--- src/rtl/ps2_pkg.sv ---
`default_nettype none
// +----------------------------------------------------------------------+
// | ps2_pkg : shared types, frame constants and parity helper for PS/2   |
// | Revision: 1.0                                                        |
// +----------------------------------------------------------------------+
package ps2_pkg;

  typedef enum logic [1:0] {
    PS2_IDLE   = 2'd0,
    PS2_DATA   = 2'd1,
    PS2_PARITY = 2'd2,
    PS2_STOP   = 2'd3
  } ps2_state_t;

  localparam int PS2_DATA_BITS  = 8;
  localparam int PS2_FRAME_BITS = 11;

  // Parity bit that makes data plus parity carry an odd number of ones.
  function automatic logic ps2_odd_parity(input logic [PS2_DATA_BITS-1:0] data);
    return ~(^data);
  endfunction

endpackage
`default_nettype wire

--- src/rtl/ps2_sync_fifo.sv ---
`default_nettype none
// +----------------------------------------------------------------------+
// | ps2_sync_fifo : single-clock first-word-fall-through FIFO            |
// | Revision: 1.0                                                        |
// +----------------------------------------------------------------------+
module ps2_sync_fifo #(
  parameter int WIDTH = 8,
  parameter int DEPTH = 8
) (
  input  logic                     clk,
  input  logic                     rst,
  input  logic                     push,
  input  logic [WIDTH-1:0]         wdata,
  input  logic                     pop,
  output logic [WIDTH-1:0]         rdata,
  output logic                     full,
  output logic                     empty,
  output logic [$clog2(DEPTH):0]   count
);

  localparam int AW = $clog2(DEPTH);

  logic [WIDTH-1:0] r_mem [DEPTH];
  logic [AW-1:0]    r_wr_ptr;
  logic [AW-1:0]    r_rd_ptr;
  logic [AW:0]      r_count;
  logic             w_do_push;
  logic             w_do_pop;

  assign empty     = (r_count == '0);
  assign full      = (r_count == (AW+1)'(DEPTH));
  assign w_do_pop  = pop & ~empty;
  // A full FIFO still accepts a write when the head leaves in the same cycle.
  assign w_do_push = push & (~full | w_do_pop);

  always_ff @(posedge clk) begin
    if (w_do_push) begin
      r_mem[r_wr_ptr] <= wdata;
    end
  end

  always_ff @(posedge clk) begin
    if (rst) begin
      r_wr_ptr <= '0;
      r_rd_ptr <= '0;
      r_count  <= '0;
    end else begin
      if (w_do_push) begin
        r_wr_ptr <= r_wr_ptr + AW'(1);
      end
      if (w_do_pop) begin
        r_rd_ptr <= r_rd_ptr + AW'(1);
      end
      r_count <= r_count + {{AW{1'b0}}, w_do_push} - {{AW{1'b0}}, w_do_pop};
    end
  end

  assign rdata = empty ? '0 : r_mem[r_rd_ptr];
  assign count = r_count;

endmodule
`default_nettype wire

--- src/rtl/ps2_rx_fifo.sv ---
`default_nettype none
// +----------------------------------------------------------------------+
// | ps2_rx_fifo : PS/2 device-to-host receiver with checked, buffered    |
// |               bytes and per-class error pulses                       |
// | Revision: 1.0                                                        |
// +----------------------------------------------------------------------+
module ps2_rx_fifo
  import ps2_pkg::*;
#(
  parameter int FILTER_LEN     = 4,
  parameter int TIMEOUT_CYCLES = 100000,
  parameter int FIFO_DEPTH     = 8
) (
  input  logic                          clk,
  input  logic                          rst,
  input  logic                          scl,
  input  logic                          sda,
  output logic [7:0]                    data_out,
  output logic                          data_valid,
  input  logic                          data_ready,
  output logic [$clog2(FIFO_DEPTH):0]   fifo_count,
  output logic                          err_parity,
  output logic                          err_frame,
  output logic                          err_timeout,
  output logic                          err_overflow
);

  localparam int FCW = $clog2(FILTER_LEN + 1);
  localparam int WDW = $clog2(TIMEOUT_CYCLES + 1);
  localparam int BCW = $clog2(PS2_FRAME_BITS);

  logic [1:0] w_raw;
  logic [1:0] w_filt;

  assign w_raw = {sda, scl};

  // Index 0 conditions scl, index 1 conditions sda.
  generate
    for (genvar gi = 0; gi < 2; gi++) begin : g_cond
      logic           r_s1;
      logic           r_s2;
      logic           r_f;
      logic [FCW-1:0] r_cnt;

      always_ff @(posedge clk) begin
        if (rst) begin
          r_s1  <= 1'b1;
          r_s2  <= 1'b1;
          r_f   <= 1'b1;
          r_cnt <= '0;
        end else begin
          r_s1 <= w_raw[gi];
          r_s2 <= r_s1;
          if (r_s2 == r_f) begin
            r_cnt <= '0;
          end else if (r_cnt == FCW'(FILTER_LEN - 1)) begin
            r_f   <= r_s2;
            r_cnt <= '0;
          end else begin
            r_cnt <= r_cnt + FCW'(1);
          end
        end
      end

      assign w_filt[gi] = r_f;
    end
  endgenerate

  logic                     r_scl_prev;
  logic                     w_strobe;
  logic                     w_sda_f;
  ps2_state_t               r_state;
  ps2_state_t               w_state_nxt;
  logic [BCW-1:0]           r_bit_cnt;
  logic [PS2_DATA_BITS-1:0] r_shreg;
  logic                     r_parity;
  logic [WDW-1:0]           r_wd;
  logic                     w_timeout;
  logic                     r_push;
  logic                     r_err_parity;
  logic                     r_err_frame;
  logic                     r_err_timeout;
  logic                     w_full;
  logic                     w_empty;

  assign w_sda_f   = w_filt[1];
  assign w_strobe  = r_scl_prev & ~w_filt[0];
  assign w_timeout = (r_state != PS2_IDLE) && (r_wd == WDW'(TIMEOUT_CYCLES));

  always_ff @(posedge clk) begin
    if (rst) begin
      r_state <= PS2_IDLE;
    end else begin
      r_state <= w_state_nxt;
    end
  end

  always_comb begin
    w_state_nxt = r_state;
    if (w_timeout) begin
      w_state_nxt = PS2_IDLE;
    end else if (w_strobe) begin
      case (r_state)
        PS2_IDLE:   if (!w_sda_f) w_state_nxt = PS2_DATA;
        PS2_DATA:   if (r_bit_cnt == BCW'(PS2_DATA_BITS - 1)) w_state_nxt = PS2_PARITY;
        PS2_PARITY: w_state_nxt = PS2_STOP;
        PS2_STOP:   w_state_nxt = PS2_IDLE;
        default:    w_state_nxt = PS2_IDLE;
      endcase
    end
  end

  // Frame datapath; the stop-bit strobe registers exactly one outcome.
  always_ff @(posedge clk) begin
    if (rst) begin
      r_scl_prev    <= 1'b1;
      r_bit_cnt     <= '0;
      r_shreg       <= '0;
      r_parity      <= 1'b0;
      r_push        <= 1'b0;
      r_err_parity  <= 1'b0;
      r_err_frame   <= 1'b0;
      r_err_timeout <= 1'b0;
    end else begin
      r_scl_prev    <= w_filt[0];
      r_push        <= 1'b0;
      r_err_parity  <= 1'b0;
      r_err_frame   <= 1'b0;
      r_err_timeout <= w_timeout;
      if (w_timeout) begin
        r_shreg   <= '0;
        r_bit_cnt <= '0;
      end else if (w_strobe) begin
        case (r_state)
          PS2_IDLE: begin
            if (!w_sda_f) r_bit_cnt <= '0;
          end
          PS2_DATA: begin
            r_shreg   <= {w_sda_f, r_shreg[PS2_DATA_BITS-1:1]};
            r_bit_cnt <= r_bit_cnt + BCW'(1);
          end
          PS2_PARITY: begin
            r_parity <= w_sda_f;
          end
          PS2_STOP: begin
            if (r_parity != ps2_odd_parity(r_shreg)) r_err_parity <= 1'b1;
            else if (!w_sda_f)                       r_err_frame  <= 1'b1;
            else                                     r_push       <= 1'b1;
          end
          default: ;
        endcase
      end
    end
  end

  always_ff @(posedge clk) begin
    if (rst) begin
      r_wd <= '0;
    end else if (r_state == PS2_IDLE || w_strobe || w_timeout) begin
      r_wd <= '0;
    end else begin
      r_wd <= r_wd + WDW'(1);
    end
  end

  ps2_sync_fifo #(
    .WIDTH (PS2_DATA_BITS),
    .DEPTH (FIFO_DEPTH)
  ) u_fifo (
    .clk   (clk),
    .rst   (rst),
    .push  (r_push),
    .wdata (r_shreg),
    .pop   (data_ready),
    .rdata (data_out),
    .full  (w_full),
    .empty (w_empty),
    .count (fifo_count)
  );

  assign data_valid   = ~w_empty;
  assign err_parity   = r_err_parity;
  assign err_frame    = r_err_frame;
  assign err_timeout  = r_err_timeout;
  assign err_overflow = r_push & w_full & ~data_ready;

endmodule
`default_nettype wire

--- config.mk ---
export PLATFORM = sky130hd
export DESIGN_NAME = ps2_rx_fifo
export DESIGN_NICKNAME = d
export VERILOG_FILES = /design/src/rtl/ps2_pkg.sv /design/src/rtl/ps2_sync_fifo.sv /design/src/rtl/ps2_rx_fifo.sv
export SDC_FILE = /design/constraint.sdc
export NUM_CORES = 1
export LEC_CHECK = 0
export CELL_PAD_IN_SITES_DETAIL_PLACEMENT = 2
export CELL_PAD_IN_SITES_GLOBAL_PLACEMENT = 2
export CORE_MARGIN = 2
export CORE_UTILIZATION = 42
export DETAILED_ROUTE_END_ITERATION = 8
export PLACE_DENSITY = 0.85
export SYNTH_ARGS = -nofsm -noshare
export SYNTH_HDL_FRONTEND = slang
export SYNTH_SLANG_ARGS = --single-unit
--- constraint.sdc ---
create_clock -name clk -period 2.7 [get_ports clk]
set_input_delay 0.54 -clock clk [delete_from_list [all_inputs] [get_ports clk]]
set_output_delay 0.54 -clock clk [all_outputs]
set_load 0.1 [all_outputs]
==> impl_results.md <==
* Max frequency at 0.381 GHz
* Vias in the first global route at 3794
* Clk sinks at 126
* P_sw at 1980 uW
* Design area at 6440 um^2
* Core Footprint at 12100 um^2
* Area share of xor/xnor cells in the synthesized design at 5.38%
* Row count at 40
* Placed wire-length estimate at 8820 um
* Clock Path Buffers at 2
* Power Density at 961 nW/um^2
* Sequential power share at 34.3%
* Initial Utilization at 43.2%
* Fin crit period at 2.62 ns
* Synth Net Count at 442
* Mapped Cells at 416
* Max Cap Viol at 0
* Worst slew margin at 55.1%
* Largest net degree at the start of global routing at 21
* Top FF cell, synth: edfxtp_1
* Leakage at 0.00225 uW
* Setup WS pre-CTS at 0.144 ns
* Top cells by count, synth: edfxtp_1 (64), dfxtp_1 (62), nor2_1 (59), nand2_1 (28), inv_1 (22)
* DRC violations left at 0
* WS Path Type: register to output pin
* Clock network fraction of total power at 37.5%
* FF+latch count, synth at 126
* Worst Slack Setup Final at 0.0776 ns
* Layout cells sized above 1 at 23.5%
* Area leader, netlist: edfxtp_1
* Worst hold path type: register to register
* Critical path capture point type: output pin
* Combinational share of power at 28.2%
* # port buffers at 21
* Synth Area in Compound Gates at 2.76%
* Max Transition Viols Final at 0
* Die X at 115 um
* Unique masters post-synth at 44
* Die area at 13300 um^2
* Synthesis-to-finish area growth at 23.5%
* Final layout net count at 481
* Startpoint types: register
* Clk pin slew, worst setup/hold paths at 0.05 ns
* Initial antenna violation count at 0
* P_int at 4210 uW
* Main combinational cell family by area after synthesis: simple AND/OR/NAND/NOR gates
* Sequential fraction of the synthesis area at 60.7%
* H-tree depth at 4
* Status: complete, no violations
* Final setup violation count at 0
* Post-synth design cell area at 5210 um^2
* Hold Crit Start: g_cond[1].r_s1$_SDFF_PP1_
* Worst EP arrival at 2.08 ns
* EDFF count, synth at 64
* Synth top area share at 36.9%
* Ranking of synthesized cells by area: edfxtp_1 (37%), dfxtp_1 (24%), mux4_2 (6.9%)
* Placed instance area at 5830 um^2
* Peak supply drop at 0.000367 V
* Wirelength, routed at 13300 um
* GPL Wtd Cong at 0.708
* Routed wire per std cell at 21.0 um
* Fin crit share at 97.1%
* Switching Share at 32.0%
* Total track usage at 21.9%
* Synth Area in Adders at 5.18%
* Most frequent cell after synthesis: edfxtp_1
* Worst Max-Slew Pin Slew at 0.674 ns
* Die Ht at 115 um
* Number of diodes at 0
* Insertion delay to the later sink of the worst-skew pair at 0.42 ns
* Drt pass-1 iters at 6
* Mux share of post-synthesis cell area at 9.22%
* Num CTS Buffers at 17
* Ports at 22
* Synth Warn # at 0
* Vias/cell at 5.14
* Maximum fanout along the worst path at 16
* Via count at 3266
* Fraction of registers with async set or reset after synthesis at 0%
* CTS tree: built
* Origin of the critical flop-to-flop path: u_fifo.count[1]$_SDFF_PP0_
* Post-Synth Simple-Gate Area at 13.9%
* Iteration-0 DRC count of the detailed router at 120
* CTS root buf: clkbuf_16
* First-pass GRT wire length at 21000 um
* Final Hold Fails at 0
* Syn avg cell area at 12.5 um^2
* Final clock skew at 0.00983 ns
* Post-route ant nets at 0
* Grt total ovfl at 0
* CP required at 2.16 ns
==> placed cells by master, fill, tap and decap left out, types with 5 or more instances in the layout <==
| cell type | netlist | routed |
|---|---|---|
| xor2_1 | 15 | 15 |
| nand3_1 | 20 | 20 |
| edfxtp_1 | 64 | 64 |
| xnor2_1 | 17 | 17 |
| ha_1 | 20 | 17 |
| nor2_2 | 0 | 9 |
| buf_4 | 1 | 20 |
| dfxtp_1 | 62 | 58 |
| clkbuf_16 | 0 | 17 |
| nor2_1 | 59 | 50 |
| mux4_2 | 16 | 16 |
| nand2_1 | 28 | 27 |
| buf_12 | 0 | 9 |
| mux2i_1 | 12 | 12 |
| or2_2 | 5 | 5 |
| a21oi_1 | 15 | 14 |
| inv_1 | 22 | 16 |
==> flip-flops by register name (all words and copies together) (netlist names), 2 cells and up, named ones only <==
register	count
g_cond.r_f	2
g_cond.r_cnt	6
r_bit_cnt	4
g_cond.r_s1	2
r_state	2
r_wd	17
u_fifo.r_rd_ptr	3
u_fifo.r_wr_ptr	3
u_fifo.r_mem	64
r_shreg	8
g_cond.r_s2	2
u_fifo.count	4
==> final timing paths <==
kind / end / slack (ns) / cells after the start
max reg2reg: u_fifo.count[1]$_SDFF_PP0_ / 0.39 / 11
min: g_cond[1].r_s2$_SDFF_PP1_ / 0.41 / 1
min reg2reg: g_cond[1].r_s2$_SDFF_PP1_ / 0.41 / 1
max: data_out[0] / 0.08 / 5
==> logic make-up (layout without fill, tap and decap cells) <==
logic type / count (synthesis) / after routing
AO/OA/AOI/OAI: 23 / 23
AND/OR/NAND/NOR: 150 / 150
multiplexers: 28 / 28
buffers and inverters: 36 / 88
adder cells (fa/ha/maj): 21 / 21
flip-flops: 126 / 126
XOR/XNOR: 32 / 32
==> worst max-delay path, cell delays in order, from the launching register on <==
cell and delay [ns]:
dfxtp_1 0.35, buf_8 0.22, mux4_2 0.55, mux2i_1 0.26
nor2_2 0.09, buf_12 0.17
==> area by class of cell <==
class                           instances  area (um^2)
Fill cell                            1124         5620
Sequential cell                       126         3180
Multi-Input combinational cell        254         1980
Clock buffer                           24          482
Timing Repair Buffer                   34          385
Tap cell                              168          210
Clock inverter                          8          113
Inverter                               22         88.8
==> layer usage <==
layer	part of all wire [%]	track usage (%)	up-vias
met5	0	0	-
met4	1.2	6.75	0
met3	2.0	5.18	11
met2	57	41.6	40
met1	40	24.0	1673
li1	-	-	1542
==> power groups by stage <==
stage	sequential, uW	clock [uW]	combinational, uW
after global placement	2150	0	1640
after global routing	2130	2450	1840
after floorplan	2340	0	1110
after CTS	2120	2360	1770
after detailed placement	2160	0	1750
final	2120	2320	1740
==> through the flow <==
step / TNS [ns] / cells / total power, uW / utilization, % / hold slack [ns]
finish: 0 / 636 / 6190 / 53.4 / 0.406
global route: -0.00820 / 636 / 6420 / 53.4 / 0.430
global placement: 0 / 604 / 3790 / 48.4 / 0.394
detailed placement: 0 / 604 / 3910 / 48.4 / 0.397
floorplan: -0.0735 / 416 / 3450 / - / 0.389
CTS: 0 / 636 / 6260 / 53.3 / 0.409
==> timing repair <==
item,CTS,global route
gates resized for setup,1,2
buffers inserted,0,0
pin swaps,0,0
hold buffers,0,0
cloned,0,0
setup endpoints to repair,1,18
Power figures use the tool's default switching activity.
